--- src/rtl/trig_pulse_pkg.sv ---
// Shared encodings for the multi-channel trigger pulse generator.
package trig_pulse_pkg;

  typedef enum logic [1:0] {
    EDGE_RISE = 2'b00,
    EDGE_FALL = 2'b01,
    EDGE_BOTH = 2'b10,
    EDGE_OFF  = 2'b11
  } edge_sel_e;

  typedef enum logic {
    ST_IDLE   = 1'b0,
    ST_ACTIVE = 1'b1
  } state_e;

  function automatic logic edge_hit(input edge_sel_e sel, input logic rise, input logic fall);
    logic hit;
    case (sel)
      EDGE_RISE: hit = rise;
      EDGE_FALL: hit = fall;
      EDGE_BOTH: hit = rise | fall;
      default:   hit = 1'b0;
    endcase
    return hit;
  endfunction

endpackage

--- src/rtl/trig_pulse_gen_if.sv ---
// Control/status bundle between a trigger source and the pulse generator.
interface trig_pulse_gen_if
  import trig_pulse_pkg::*;
#(
  parameter int unsigned NCH = 4,
  parameter int unsigned WW  = 8
) ();

  logic [NCH-1:0] trig;
  logic [WW-1:0]  width;
  edge_sel_e      edge_sel;
  logic           retrig;
  logic           ovr_clr;
  logic [NCH-1:0] pulse;
  logic [NCH-1:0] ovr;

  modport master (
    output trig, width, edge_sel, retrig, ovr_clr,
    input  pulse, ovr
  );

  modport slave (
    input  trig, width, edge_sel, retrig, ovr_clr,
    output pulse, ovr
  );

endinterface

--- src/rtl/trig_pulse_chan.sv ---
// One channel: trigger synchroniser, edge detect, length counter FSM and sticky overrun.
module trig_pulse_chan
  import trig_pulse_pkg::*;
#(
  parameter int unsigned WW          = 8,
  parameter int unsigned SYNC_STAGES = 2
) (
  input  logic          clk,
  input  logic          rst_n,
  input  logic          trig,
  input  logic [WW-1:0] width,
  input  edge_sel_e     edge_sel,
  input  logic          retrig,
  input  logic          ovr_clr,
  output logic          pulse,
  output logic          ovr
);

  logic          s;
  logic          h_q;
  logic          ev;
  logic [WW-1:0] load;
  logic [WW-1:0] cnt_q;
  logic          pulse_q;
  logic          ovr_q;
  state_e        state_q;

  if (SYNC_STAGES == 0) begin : g_bypass
    assign s = trig;
  end else begin : g_sync
    logic [SYNC_STAGES-1:0] sync_q;
    always_ff @(posedge clk or negedge rst_n) begin
      if (!rst_n) begin
        sync_q <= '0;
      end else begin
        sync_q <= {sync_q[SYNC_STAGES-2:0], trig};
      end
    end
    assign s = sync_q[SYNC_STAGES-1];
  end

  assign ev = edge_hit(edge_sel, s & ~h_q, ~s & h_q);

  // cnt holds remaining high cycles minus one; width 0 behaves as 1
  assign load = (width == '0) ? '0 : width - WW'(1);

  always_ff @(posedge clk or negedge rst_n) begin
    if (!rst_n) begin
      state_q <= ST_IDLE;
      cnt_q   <= '0;
      pulse_q <= 1'b0;
      ovr_q   <= 1'b0;
      h_q     <= 1'b0;
    end else begin
      h_q <= s;
      if (ovr_clr) ovr_q <= 1'b0;
      case (state_q)
        ST_IDLE: begin
          if (ev) begin
            pulse_q <= 1'b1;
            cnt_q   <= load;
            state_q <= ST_ACTIVE;
          end
        end
        ST_ACTIVE: begin
          if (ev && (cnt_q == '0 || retrig)) begin
            cnt_q <= load;
          end else if (cnt_q != '0) begin
            cnt_q <= cnt_q - WW'(1);
            // set is written after clear so it wins when both occur together
            if (ev) ovr_q <= 1'b1;
          end else begin
            pulse_q <= 1'b0;
            state_q <= ST_IDLE;
          end
        end
        default: state_q <= ST_IDLE;
      endcase
    end
  end

  assign pulse = pulse_q;
  assign ovr   = ovr_q;

endmodule

--- src/rtl/trig_pulse_gen.sv ---
// N-channel edge-triggered pulse generator; shared controls fan out to identical channels.
module trig_pulse_gen #(
  parameter int unsigned NCH         = 4,
  parameter int unsigned WW          = 8,
  parameter int unsigned SYNC_STAGES = 2
) (
  input logic             clk,
  input logic             rst_n,
  trig_pulse_gen_if.slave bus
);

  logic [NCH-1:0] pulse_w;
  logic [NCH-1:0] ovr_w;

  for (genvar i = 0; i < NCH; i++) begin : g_chan
    trig_pulse_chan #(
      .WW          (WW),
      .SYNC_STAGES (SYNC_STAGES)
    ) u_chan (
      .clk      (clk),
      .rst_n    (rst_n),
      .trig     (bus.trig[i]),
      .width    (bus.width),
      .edge_sel (bus.edge_sel),
      .retrig   (bus.retrig),
      .ovr_clr  (bus.ovr_clr),
      .pulse    (pulse_w[i]),
      .ovr      (ovr_w[i])
    );
  end

  assign bus.pulse = pulse_w;
  assign bus.ovr   = ovr_w;

endmodule

--- src/flat_wrapper.sv ---
// flat-port wrapper written by rule: the top's interface ports become plain ports
module trig_pulse_gen_flat 
#(
  parameter int unsigned NCH         = 4,
  parameter int unsigned WW          = 8,
  parameter int unsigned SYNC_STAGES = 2
)
  (clk, rst_n, bus_trig, bus_width, bus_edge_sel, bus_retrig, bus_ovr_clr, bus_pulse, bus_ovr);
  trig_pulse_gen_if #(.NCH(NCH), .WW(WW)) bus_i ();
  input logic clk;
  input logic rst_n;
  input wire logic [$bits(bus_i.trig)-1:0] bus_trig;
  input wire logic [$bits(bus_i.width)-1:0] bus_width;
  input wire logic [$bits(bus_i.edge_sel)-1:0] bus_edge_sel;
  input wire logic [$bits(bus_i.retrig)-1:0] bus_retrig;
  input wire logic [$bits(bus_i.ovr_clr)-1:0] bus_ovr_clr;
  output wire logic [$bits(bus_i.pulse)-1:0] bus_pulse;
  output wire logic [$bits(bus_i.ovr)-1:0] bus_ovr;
  assign bus_i.trig = bus_trig;
  assign bus_i.width = bus_width;
  assign bus_i.edge_sel = bus_edge_sel;
  assign bus_i.retrig = bus_retrig;
  assign bus_i.ovr_clr = bus_ovr_clr;
  assign bus_pulse = bus_i.pulse;
  assign bus_ovr = bus_i.ovr;
  trig_pulse_gen #(.NCH(NCH), .WW(WW), .SYNC_STAGES(SYNC_STAGES)) u_core (.clk(clk), .rst_n(rst_n), .bus(bus_i));
endmodule
--- config.mk ---
export PLATFORM = sky130hd
export DESIGN_NAME = trig_pulse_gen_flat
export DESIGN_NICKNAME = d
export VERILOG_FILES = /design/src/rtl/trig_pulse_pkg.sv /design/src/rtl/trig_pulse_gen_if.sv /design/src/rtl/trig_pulse_chan.sv /design/src/rtl/trig_pulse_gen.sv /design/src/flat_wrapper.sv
export SDC_FILE = /design/constraint.sdc
export NUM_CORES = 1
export LEC_CHECK = 0
export CAP_MARGIN = 5
export CORE_MARGIN = 2
export CORE_UTILIZATION = 55
export CTS_BUF_LIST = sky130_fd_sc_hd__clkbuf_16
export DETAILED_ROUTE_END_ITERATION = 6
export GPL_ROUTABILITY_DRIVEN = 0
export PLACE_DENSITY = 0.81
export SLEW_MARGIN = 15
export SYNTH_ARGS = -nofsm -noshare
export SYNTH_HDL_FRONTEND = slang
export SYNTH_SLANG_ARGS = --single-unit
--- constraint.sdc ---
create_clock -name clk -period 3.9 [get_ports clk]
set_input_delay 0.39 -clock clk [delete_from_list [all_inputs] [get_ports clk]]
set_output_delay 0.39 -clock clk [all_outputs]
set_load 0.005 [all_outputs]
==> results.txt <==
status -> finished, final reports clean
Unique masters post-synth -> 55
top_reg_cell synth -> sky130_fd_sc_hd__dfrtp_1
global routing usage summed across all routing layers -> 0.221
clock tree from TritonCTS -> yes
Async S/R FF share, synth -> 1.00
routed vias -> 2,838
insertion delay of the later-clocked pin in the worst-skew pair -> 0.30 ns
CP Cell Sequence -> nor4_2, nand3_1, a21oi_1, inv_2, and3_1, a211o_1
category of the most critical setup path -> reg2reg
clock network fraction of total power -> 0.206
number of core rows -> 29
power per cell area -> 568 nW/µm²
Static Leak -> 1.72 nW
critical path's largest stage delay -> 0.79 ns
antenna violations before repair -> 0
number of failing hold endpoints at the final stage -> 0
postcts setup bufs -> 0
R2R Path End -> u_core.g_chan[3].u_chan.cnt_q[7]
detailed-router iteration count before antenna repair -> 5
unrepaired setup endpoints after global routing -> no
internal reg-to-reg setup slack -> 1.31 ns
average size of a mapped cell -> 9.40 µm²
Max Root-Sink Buffers -> 2
Mapped Area -> 3510 µm²
total of warnings raised by yosys -> 0
Vias/cell -> 6.10
WP buf/inv -> 1
total number of clock tree sinks -> 56
number of antenna repair diodes -> 0
CTS H-tree depth -> 2
DIE WIDTH -> 83.9 µm
antenna-violating nets left -> 0
Worst Path Arrival -> 2.77 ns
Layout Area Growth over Synthesis -> 10.2%
final core utilization -> 0.619
CORE AREA -> 6240 µm²
IO Port Bufs -> 25
commonest cells after routing, fill and taps aside -> 56 x sky130_fd_sc_hd__dfrtp_1, 37 x sky130_fd_sc_hd__inv_1, 26 x sky130_fd_sc_hd__nand2_1, 25 x sky130_fd_sc_hd__o21ai_0
worst slack after detailed placement -> 1.02 ns
layout net count -> 423
launch instance of the worst register-to-register path -> u_core.g_chan[3].u_chan.cnt_q[4]
DRC Markers -> 0
Routed WL -> 7.52 mm
ports placed on the boundary -> 26
number of synthesized register bits -> 56
starting utilization of the core area -> 0.562
fraction of power consumed by combinational cells -> 0.353
clock-pin slew on the worst setup and hold paths -> 0.07 ns
Fin Setup TNS -> 0 ns
most common cell after layout, fill and taps aside -> sky130_fd_sc_hd__dfrtp_1
synthesized netlist net count -> 409
iteration-0 DRC count of the detailed router -> 143
nature of the critical path endpoint -> flip-flop
path category of the worst min-delay check -> in2async
nature of the critical path startpoint -> flip-flop
floorplan die area -> 7030 µm²
cell at the root of the clock tree -> sky130_fd_sc_hd__clkbuf_16
clock buffer count from CTS -> 5
critical path fanouts, max -> 12
maximum number of pins on one net before global-route repair -> 33
Worst Slack Setup Final -> 1.31 ns
slowest cell on the critical path -> sky130_fd_sc_hd__a21oi_1
Critical Path Sink -> u_core.g_chan[3].u_chan.cnt_q[7]
proportion of total power due to net switching -> 0.375
global-route wire length before repair -> 12.6 mm
number of maximum-capacitance constraint violations -> 0
Gate Count Post-Synth -> 373
final clock skew -> 0.00492 ns
post-layout power -> 2.19 mW
transition time of the tightest slew-check pin -> 0.934 ns
detailed placement HPWL -> 5.41 mm
part of the Yosys area used for sequential elements -> 0.400
top cell family by delay on the critical path -> compound AO/OA/AOI/OAI gates
Peak Freq -> 0.385 GHz
GRT overflow -> 0
count of hold-fix buffers inserted at cts -> 0
via count of the first global-routing pass -> 2,763
part of the total power dissipated in sequential elements -> 0.441
post-route fraction of the period consumed by the critical path -> 0.665
Slew Viols, Final -> 0
Setup violations, final -> 0
final critical delay including setup and external delays -> 2.59 ns
Die Height -> 83.9 µm
EDFF count, synth -> 0
worst relative slew slack -> 0.378
number of cells on the worst reg-to-reg path -> 6
detailed-route wire length per cell -> 16.2 µm
Max rail drop VDD -> 404 µV
required time worst endpoint -> 4.08 ns
total of cells resized after clock tree synthesis -> 0
design internal power -> 1.37 mW
Critical path origin -> u_core.g_chan[3].u_chan.cnt_q[4]
total number of cells along the worst setup path -> 6
reported net switching power -> 824 µW
proportion of layout cells with a drive suffix above 1 -> 0.0825
## cell type report
class                      count  area, µm²
clock buffer                   5        125
inverter                      40        150
clock inverter                 3       22.5
multi-input combinational    258       1820
tap                           77       96.3
fill                         519       2380
sequential                    56       1400
timing repair buffer          26        253
## sequential cells by signal (all words and copies together), names as in the netlist
name	cells
u_core.g_chan.u_chan.h_q	4
u_core.g_chan.u_chan.g_sync.sync_q	8
u_core.g_chan.u_chan.state_q	4
u_core.g_chan.u_chan.ovr	4
u_core.g_chan.u_chan.pulse	4
u_core.g_chan.u_chan.cnt_q	32
## cells in the mapped netlist (all sizes together) (2+ instances only)
cell | instances | share of area
nor2 | 24 | 0.026
o21a | 2 | 0.0043
nor2b | 2 | 0.0036
nor3 | 15 | 0.023
and3 | 4 | 0.0071
mux2 | 11 | 0.040
mux2i | 19 | 0.054
nor4 | 5 | 0.012
o31a | 3 | 0.0075
nand2b | 4 | 0.0071
a211o | 3 | 0.0075
buf | 19 | 0.040
o22a | 4 | 0.010
a31oi | 3 | 0.0054
nor4b | 3 | 0.012
inv | 39 | 0.042
nand2 | 26 | 0.028
o311ai | 2 | 0.0050
a22oi | 9 | 0.019
o31ai | 3 | 0.0064
xnor2 | 2 | 0.0050
a21o | 2 | 0.0043
o21ai | 32 | 0.049
ha | 18 | 0.064
a31o | 2 | 0.0050
and2 | 4 | 0.0071
o22ai | 2 | 0.0036
o2bb2ai | 9 | 0.022
o32ai | 2 | 0.0050
a21oi | 18 | 0.028
nand3 | 11 | 0.016
dfrtp | 56 | 0.40
nand3b | 5 | 0.011
## stage by stage
step	std cells	instance area [µm²]	hold slack [ns]
2_1_floorplan	373	3510	0.0944
3_3_place_gp	457	3720	0.334
3_5_place_dp	457	3720	0.336
4_1_cts	465	3860	0.115
5_1_grt	465	3860	0.146
6_report	465	3860	0.0863
## power groups by stage
stage          logic (mW)  registers [mW]  clock network [mW]
2_1_floorplan       0.622           0.914                   0
3_3_place_gp        0.724           0.962                   0
3_5_place_dp        0.763           0.968                   0
4_1_cts             0.773           0.961               0.459
5_1_grt             0.873           0.994               0.482
6_report            0.774           0.968               0.452
## per-layer routing
layer  track usage  up-vias  wire length [µm]
met3        0.0356       23               309
met4        0.0880        0               242
met1         0.270     1373              3250
met2         0.389       86              3720
met5             0        -                 0
li1              -     1356                 -
## how the worst min path moves through the flow
| stage | start | to | slack [ns] |
|---|---|---|---|
| final | rst_n | u_core.g_chan[3].u_chan.g_sync.sync_q[0] | 0.09 |
| after global routing | rst_n | u_core.g_chan[3].u_chan.g_sync.sync_q[0] | 0.15 |
| after CTS | rst_n | u_core.g_chan[3].u_chan.g_sync.sync_q[0] | 0.11 |
| after detailed placement | u_core.g_chan[1].u_chan.g_sync.sync_q[0] | u_core.g_chan[1].u_chan.g_sync.sync_q[1] | 0.34 |
| after global placement | u_core.g_chan[3].u_chan.g_sync.sync_q[0] | u_core.g_chan[3].u_chan.g_sync.sync_q[1] | 0.33 |
| after floorplan | rst_n | u_core.g_chan[0].u_chan.cnt_q[0] | 0.09 |
## logic make-up (layout without fill, tap and decap cells)
| logic type | Yosys count | in the layout | synth area share |
|---|---|---|---|
| DFF | 56 | 56 | 0.400 |
| muxes | 30 | 30 | 0.0938 |
| and+or+nand+nor | 108 | 108 | 0.163 |
| xor gates and xnor gates | 2 | 2 | 0.00500 |
| buffers and inverters | 59 | 74 | 0.0824 |
| adders and majority gates | 18 | 18 | 0.0642 |
| AOI/OAI and AO/OA | 100 | 100 | 0.192 |
Power figures use the tool's default switching activity.
